[src/rtl/mu_pkg.sv]
// Shared MU parameters, collector FSM states and buffer indexing helper.
package mu_pkg;

  localparam int RES_W     = 18;
  localparam int LANES     = 4;
  localparam int COLS      = 4;
  localparam int BUF_DEPTH = LANES * COLS;
  localparam int IDX_W     = $clog2(BUF_DEPTH);
  localparam int COL_W     = (COLS > 1) ? $clog2(COLS) : 1;

  typedef enum logic {
    COLLECT = 1'b0,
    DRAIN   = 1'b1
  } state_t;

  // Buffer layout is column-major: word index = col*LANES + lane.
  function automatic logic [IDX_W-1:0] buf_idx(input logic [COL_W-1:0] col, input int lane);
    return IDX_W'(int'(col) * LANES + lane);
  endfunction

endpackage

[src/rtl/mu_result_buffer.sv]
// BUF_DEPTH x RES_W register file: one full-column write port, one registered read port.
module mu_result_buffer
  import mu_pkg::*;
(
  input  logic                         clk,
  input  logic                         rst_n,
  input  logic                         i_wr_en,
  input  logic [COL_W-1:0]             i_wr_col,
  input  logic [LANES-1:0][RES_W-1:0]  i_wr_data,
  input  logic                         i_rd_en,
  input  logic [IDX_W-1:0]             i_rd_addr,
  output logic [RES_W-1:0]             o_rd_data
);

  logic [RES_W-1:0] r_mem [BUF_DEPTH];
  logic [RES_W-1:0] r_rd_data;

  always_ff @(posedge clk or negedge rst_n) begin
    if (!rst_n) begin
      for (int i = 0; i < BUF_DEPTH; i++) r_mem[i] <= '0;
      r_rd_data <= '0;
    end else begin
      if (i_wr_en) begin
        for (int l = 0; l < LANES; l++) r_mem[buf_idx(i_wr_col, l)] <= i_wr_data[l];
      end
      if (i_rd_en) r_rd_data <= r_mem[i_rd_addr];
    end
  end

  assign o_rd_data = r_rd_data;

endmodule

[src/rtl/mu_result_collector.sv]
// Collects COLS columns of MU lane results into a buffer, then drains them one word at a time.
module mu_result_collector
  import mu_pkg::*;
(
  input  logic              clk,
  input  logic              reset_n,
  input  logic [RES_W-1:0]  result_1,
  input  logic [RES_W-1:0]  result_2,
  input  logic [RES_W-1:0]  result_3,
  input  logic [RES_W-1:0]  result_4,
  input  logic              arthmetic_finish,
  output logic [RES_W-1:0]  out_data,
  output logic [IDX_W-1:0]  out_index,
  output logic              out_valid,
  input  logic              out_ready,
  output logic              matrix_done,
  output logic              collecting,
  output logic              overflow_err,
  output state_t            dbg_state
);

  // Stream: a word transfers on a rising clk where out_valid && out_ready;
  // out_valid never drops and out_data/out_index never change until that transfer.

  state_t                       r_state;
  logic [COL_W-1:0]             r_col_cnt;
  logic [IDX_W-1:0]             r_rd_idx;
  logic                         r_matrix_done;
  logic                         r_overflow_err;

  state_t                       w_state_nxt;
  logic [COL_W-1:0]             w_col_nxt;
  logic [IDX_W-1:0]             w_rd_idx_nxt;
  logic                         w_wr_en;
  logic                         w_done_nxt;
  logic                         w_drop;
  logic [LANES-1:0][RES_W-1:0]  w_wr_data;

  assign w_wr_data = {result_4, result_3, result_2, result_1};
  assign w_drop    = arthmetic_finish && (r_state == DRAIN);

  always_comb begin
    w_state_nxt  = r_state;
    w_col_nxt    = r_col_cnt;
    w_rd_idx_nxt = r_rd_idx;
    w_wr_en      = 1'b0;
    w_done_nxt   = 1'b0;
    case (r_state)
      COLLECT: begin
        if (arthmetic_finish) begin
          w_wr_en = 1'b1;
          if (r_col_cnt == COL_W'(COLS - 1)) begin
            w_col_nxt    = '0;
            w_rd_idx_nxt = '0;
            w_state_nxt  = DRAIN;
          end else begin
            w_col_nxt = r_col_cnt + 1'b1;
          end
        end
      end
      DRAIN: begin
        if (out_ready) begin
          w_rd_idx_nxt = r_rd_idx + 1'b1;
          if (r_rd_idx == IDX_W'(BUF_DEPTH - 1)) begin
            w_state_nxt = COLLECT;
            w_done_nxt  = 1'b1;
          end
        end
      end
      default: w_state_nxt = COLLECT;
    endcase
  end

  always_ff @(posedge clk or negedge reset_n) begin
    if (!reset_n) begin
      r_state        <= COLLECT;
      r_col_cnt      <= '0;
      r_rd_idx       <= '0;
      r_matrix_done  <= 1'b0;
      r_overflow_err <= 1'b0;
    end else begin
      r_state       <= w_state_nxt;
      r_col_cnt     <= w_col_nxt;
      r_rd_idx      <= w_rd_idx_nxt;
      r_matrix_done <= w_done_nxt;
      if (w_drop) r_overflow_err <= 1'b1;
    end
  end

  // Read address is the next index so out_data lines up with out_index one edge later.
  mu_result_buffer u_buf (
    .clk       (clk),
    .rst_n     (reset_n),
    .i_wr_en   (w_wr_en),
    .i_wr_col  (r_col_cnt),
    .i_wr_data (w_wr_data),
    .i_rd_en   (w_state_nxt == DRAIN),
    .i_rd_addr (w_rd_idx_nxt),
    .o_rd_data (out_data)
  );

  assign out_index    = r_rd_idx;
  assign out_valid    = (r_state == DRAIN);
  assign matrix_done  = r_matrix_done;
  assign collecting   = (r_state == COLLECT);
  assign overflow_err = r_overflow_err;
  assign dbg_state    = r_state;

endmodule

[config.mk]
export PLATFORM = sky130hd
export DESIGN_NAME = mu_result_collector
export DESIGN_NICKNAME = d
export VERILOG_FILES = /design/src/rtl/mu_pkg.sv /design/src/rtl/mu_result_buffer.sv /design/src/rtl/mu_result_collector.sv
export SDC_FILE = /design/constraint.sdc
export NUM_CORES = 1
export LEC_CHECK = 0
export BUFFER_PORTS_ARGS = -buffer_cell sky130_fd_sc_hd__clkbuf_2
export CAP_MARGIN = 20
export CORE_MARGIN = 2
export CORE_UTILIZATION = 49
export DETAILED_ROUTE_END_ITERATION = 10
export PLACE_DENSITY = 0.7
export SYNTH_ARGS = -nofsm -noshare
export SYNTH_HDL_FRONTEND = slang
export SYNTH_SLANG_ARGS = --single-unit
export TNS_END_PERCENT = 10
[constraint.sdc]
create_clock -name clk -period 5.72 [get_ports clk]
set_input_delay 0.858 -clock clk [delete_from_list [all_inputs] [get_ports clk]]
set_output_delay 0.858 -clock clk [all_outputs]
set_load 0.1 [all_outputs]
## Word level (Yosys, flattened, before mapping)

Index checks and enable logic that the tools add are counted.

| word-level totals | value |
|---|---|
| output and inout port bits | 27 |
| bits in registers | 315 |
| word-level logic and storage cells | 80 |
| input port bits | 76 |

| operators by class | value |
|---|---|
| $add $sub $neg | 5 |
| equal/unequal tests | 2 |
| magnitude comparators | 9 |
| reductions and logical operators | 6 |
| muxes and demuxes | 30 |
| bitwise gates (word level) | 6 |

Operator list:

| operator | number |
|---|---|
| $bwmux W288 | 4 |
| $demux W18 S4 | 4 |
| $mux W18 | 6 |
| $bmux W18 S4 | 1 |
| $ge A5 B5 Y1 const B | 5 |
| $not A4 Y5 | 5 |
| $lt A5 B1 Y1 const B | 4 |
| $mux W4 | 3 |
| $mux W1 | 9 |
| $add A4 B1 Y4 const B | 2 |
| $add A4 B2 Y4 const B | 2 |
| $pmux W4 S2 | 1 |
| $logic_and A1 B1 Y1 | 5 |
| $eq A4 B4 Y1 const B | 1 |
| $add A2 B1 Y2 const B | 1 |
| $eq A2 B2 Y1 const B | 1 |
| $mux W2 | 1 |
| $pmux W1 S2 | 1 |
| $reduce_and A2 Y1 | 1 |
| $not A1 Y1 | 1 |

## Longest topological paths before layout

| logic depth | value |
|---|---|
| depth in word-level cells | 9 |
| gate-level depth with buffers | 10 |
| depth with buffers taken out | 7 |

## Cells and area by module

Synthesis repeated with hierarchy kept, for this count alone.

| unflattened totals | value |
|---|---|
| cells, all modules | 843 |
| area, all modules | 14137.3 sq um |

Modules (own cells, without submodules):

| module | instances | seq. area each (sq um) | cells each | area each (sq um) |
|---|---|---|---|---|
| mu_result_buffer | 1 | 7657.3 | 804 | 13686.9 |
| mu_result_collector | 1 | 225.2 | 39 | 450.4 |

## Worst setup path before layout

Ideal clock, no wire load.

| timing | value |
|---|---|
| path type | reg2out |
| start | register r_state (netlist: dbg_state) |
| end | output port collecting |
| arrival time | 2.543 ns |
| cell stages (with the launch flop) | 5 |
| slack | 2.319 ns |
| required time | 4.862 ns |
| path buffers | 3 |
| cell sequence | dfrtp_1 > buf_2 > inv_1 > clkbuf_1 > clkbuf_1 |

| on the way | value |
|---|---|
| longest elaborated chain between the ends | 1 |

RTL lines:

| item | line | text |
|---|---|---|
| from (decl) | mu_result_collector.sv:25 | `state_t r_state;` |
| from (signal assigned) | mu_result_collector.sv:82 | `r_state <= w_state_nxt;` |
| $not A1 Y1 | -- |  |
| to (decl) | mu_result_collector.sv:17 | `output logic collecting,` |

Every way passes these cells.

## Worst setup path after layout

| timing | value |
|---|---|
| start | register r_col_cnt[0] |
| end | register u_buf.r_rd_data[9] (netlist: u_buf.o_rd_data[9]) |

| on the way | value |
|---|---|
| longest elaborated chain between the ends | 8 |
| elaborated cells between the ends (all ways) | 11 |
| those cells by class | eq/ne (1); mux (9); bitwise (1) |

RTL lines:

| item | line | text |
|---|---|---|
| from (decl) | mu_result_collector.sv:26 | `logic [COL_W-1:0] r_col_cnt;` |
| from (signal assigned) | mu_result_collector.sv:83 | `r_col_cnt <= w_col_nxt;` |
| $eq A2 B2 Y1 (*) | mu_result_collector.sv:52 | `if (r_col_cnt == COL_W'(COLS - 1)) begin` |
| $mux W4 | mu_result_collector.sv:52 |  |
| $mux W4 | mu_result_collector.sv:50 | `if (arthmetic_finish) begin` |
| $pmux W4 S2 | mu_result_collector.sv:48 | `case (r_state)` |
| $not A4 Y5 (not written as such) | mu_result_buffer.sv:26 | `if (i_rd_en) r_rd_data <= r_mem[i_rd_addr];` |
| $bmux W18 S4 | mu_result_buffer.sv:26 |  |
| $mux W18 (not written as such) (2 in series) | mu_result_buffer.sv:26 |  |
| to (signal assigned) | mu_result_buffer.sv:26 |  |
| to (decl) | mu_result_buffer.sv:16 | `logic [RES_W-1:0] r_rd_data;` |

Every way passes the cells marked *; elsewhere a longest branch is shown, timed or not. The select of a mux whose other input is x is not followed.
A chain may end at the register's enable or synchronous reset.

==> run_results.csv <==
group,metric,value,unit
placed_design,place_ws,2250,ps
placed_design,port_buffers,102,
synthesis,synth_seq_cells,315,
setup_path,arrival,3790,ps
drt,routed_wl,36.4,mm
drt,wire_per_inst,23.6,µm
synthesis,synth_cells,1054,
clocking,clk_pin_slew,60,ps
synthesis,async_flop_share,100,%
synthesis,synth.area.top_cells,"dfrtp_1 54%, mux2_2 29%, mux2i_1 2.5%, a22oi_1 1.9%, o211ai_1 1.9%",
setup_path,r2r_cells,8,
synthesis,synthDistinctLibCells,36,
run,drv_cap,0,
synthesis,synth_top_flop_cell,"dfrtp_1",
layout,num-nets-final,1221,
setup_path,rr_endpoint,"u_buf.o_rd_data[9]",
timing,period_needed,3350,ps
clocking,cts_resized,0,
setup_path,worst_ep_required_time,6160,ps
synthesis,syn_area_per_cell,13.9,µm²
pwr,total_power,11.4,mW
setup_path,rrSetupSlack,2370,ps
clocking,cts_buffer_depth,3,
setup_path,path_max_fanout,21,
floorplanning,dieArea,31200,µm²
setup_path,slowest_delay,710,ps
drt,dr.pass1.iters,6,
clocking,cts_tree,"yes",
synthesis,synth_seq_area_share,54.0,%
clocking,insertion_delay,510,ps
setup_path,crit_path_top_delay_cell,"inv_1",
layout,drive_above_1_share,48.8,%
synthesis,synth_area,14600,µm²
clocking,cts_hold_buf,0,
global_routing,grt_start_max_net_pins,134,
placed_design,gp_congestion,0.810,
global_routing,grt_usage,23.9,%
synthesis,synth_top_area_share,54.0,%
setup_path,startpoint_type,"flip-flop",
global_routing,use_met2,40.2,%
floorplanning,fp.dieW,177,µm
drt,final_antenna_net_count,0,
clocking,cts_sinks,315,
synthesis,yosys.area.top_type,"dfrtp_1",
clocking,htreeDepth,2,
setup_path,cp-end-kind,"flip-flop",
synthesis,syn-num-nets,1135,
global_routing,grt_pass1_wl,57.0,mm
placed_design,hpwl,23.4,mm
timing,setup-tns-final,0,ps
floorplanning,die_y,177,µm
clocking,cts_setup_buffers,0,
drt,vias_per_cell,6.09,
outcome,status,"finished, final reports clean",
setup_path,r2r-start,"r_col_cnt[0]",
timing,clock-skew-final,16.5,ps
global_routing,met3_usage,4.49,%
global_routing,grt_pass1_vias,9634,
synthesis,netlist_top_cells_count,"379 x mux2_2, 315 x dfrtp_1, 42 x clkbuf_1",
timing,drv_slew,0,
pwr,powerDensity,687,nW/µm²
timing,slew-limit-headroom,30.1,%
floorplanning,io_pins,103,
floorplanning,coreArea,29500,µm²
floorplanning,fp-row-count,63,
timing,fmax,298,MHz
drt,vias,9405,
synthesis,ys_warn_count,0,
floorplanning,start_util,49.5,%
drt,drcViolationCount,0,
clocking,cts_root_buffer,"clkbuf_16",
global_routing,met1_usage,30.9,%
pwr,peakVddDrop,458,µV
synthesis,yosysMostFrequentCell,"mux2_2",
synthesis,synth_edf_count,0,
timing,setup_slack,2370,ps
pwr,p_leak,7.48,nW
layout,syn2layout_area_growth,13.6,%
setup_path,critical_path_class,"flip-flop to flip-flop",
setup_path,path_cells,"ha_1 > a21oi_1 > a22oi_2 > inv_1 > and3_1 > buf_4 > a22oi_1 > nand4b_1",
timing,finalCritPeriodShare,58.6,%
timing,rsz0062_at_grt,"false",
min_path,hp-class,"primary input to async pin",
global_routing,grt_busiest_layer,"met2",
drt,drtIter0Drc,736,
timing,setup_viol,0,
global_routing,antenna_found_initial,3,
timing,worst_slew_pin_slew,1050,ps
setup_path,cp-startpoint,"r_col_cnt[0]",
timing,hold_violations,0,
clocking,cts_buffers,34,
global_routing,grt_overflow,0,
-- metrics by stage --
step / hold WS, ps / cell area (µm²) / util [%] / std cells
floorplan: 474 / 14600 / - / 1054
global placement: 442 / 15500 / 52.5 / 1490
detailed placement: 459 / 15500 / 52.5 / 1490
CTS: 472 / 16500 / 55.9 / 1539
global route: 510 / 16600 / 56.2 / 1544
finish: 440 / 16600 / 56.2 / 1544
-- worst max path at each step --
stage / end / depth (start not counted) / slack (ps)
finish: u_buf.o_rd_data[9] / 8 / 2370
global route: u_buf.o_rd_data[9] / 8 / 2220
CTS: u_buf.o_rd_data[12] / 8 / 2490
detailed placement: u_buf.o_rd_data[2] / 8 / 2250
global placement: u_buf.o_rd_data[17] / 8 / 2290
floorplan: collecting / 4 / 2320
-- metal layers --
layer	vias to the layer above	wire (µm)
met2	333	18000
li1	4111	-
met3	73	2390
met1	4884	14800
met4	4	1200
met5	-	35
-- power breakdown --
part / internal (mW) / leakage (nW) / total [mW] / switching (mW)
logic: 2.33 / 3.13 / 5.41 / 3.08
clock network: 1.18 / 0.495 / 2.02 / 0.839
registers: 3.34 / 3.86 / 3.95 / 0.609
-- cells by family after synthesis --
logic type	share of synthesized area, %
mux	31.7
fa+ha+maj	0.428
buf+inv	3.09
simple gates	2.26
flops	54.0
xor+xnor	0.231
compound gates	8.30
-- cell type report --
cell class	instances	area [µm²]
inverter	26	97.6
fill	2437	12900
clock inverter	4	23.8
antenna	1	2.50
clock buffer	45	973
sequential	315	7880
timing repair buffer	124	796
tap	390	488
multi-input combinational	639	6320
-- placed cells by master, fill, tap and decap left out, types with 2 or more instances in the layout --
| cell type | Yosys | routed |
|---|---|---|
| a21o_1 | 3 | 3 |
| a21oi_1 | 20 | 20 |
| a222oi_1 | 18 | 18 |
| a22oi_1 | 37 | 36 |
| and3_1 | 2 | 2 |
| buf_12 | 0 | 4 |
| buf_16 | 0 | 3 |
| buf_4 | 2 | 15 |
| clkbuf_1 | 42 | 4 |
| clkbuf_16 | 0 | 35 |
| clkbuf_2 | 0 | 101 |
| clkbuf_8 | 0 | 6 |
| clkinv_2 | 0 | 3 |
| dfrtp_1 | 315 | 315 |
| ha_1 | 5 | 5 |
| inv_1 | 25 | 25 |
| mux2_2 | 379 | 379 |
| mux2i_1 | 36 | 36 |
| nand2_1 | 26 | 22 |
| nand2_4 | 0 | 4 |
| nand3_1 | 2 | 2 |
| nand4b_1 | 18 | 18 |
| nor3_2 | 2 | 2 |
| o211ai_1 | 37 | 37 |
| o21ai_0 | 21 | 21 |
| o221ai_1 | 19 | 19 |
-- worst max-delay path, delay by kind of cell (launching register included) --
kind	cells	cell delay [ps]
DFF	1	410
adders and majority gates	1	290
and+or+nand+nor	2	700
buffers and inverters	2	1020
AOI/OAI and AO/OA	3	870
-- flip-flops by register name, summed over array words and instances (netlist names) --
signal           count
dbg_state            1
matrix_done          1
out_index            4
overflow_err         1
r_col_cnt            2
u_buf.o_rd_data     18
u_buf.r_mem        288
Note: power is estimated with default switching activity, not from simulation.
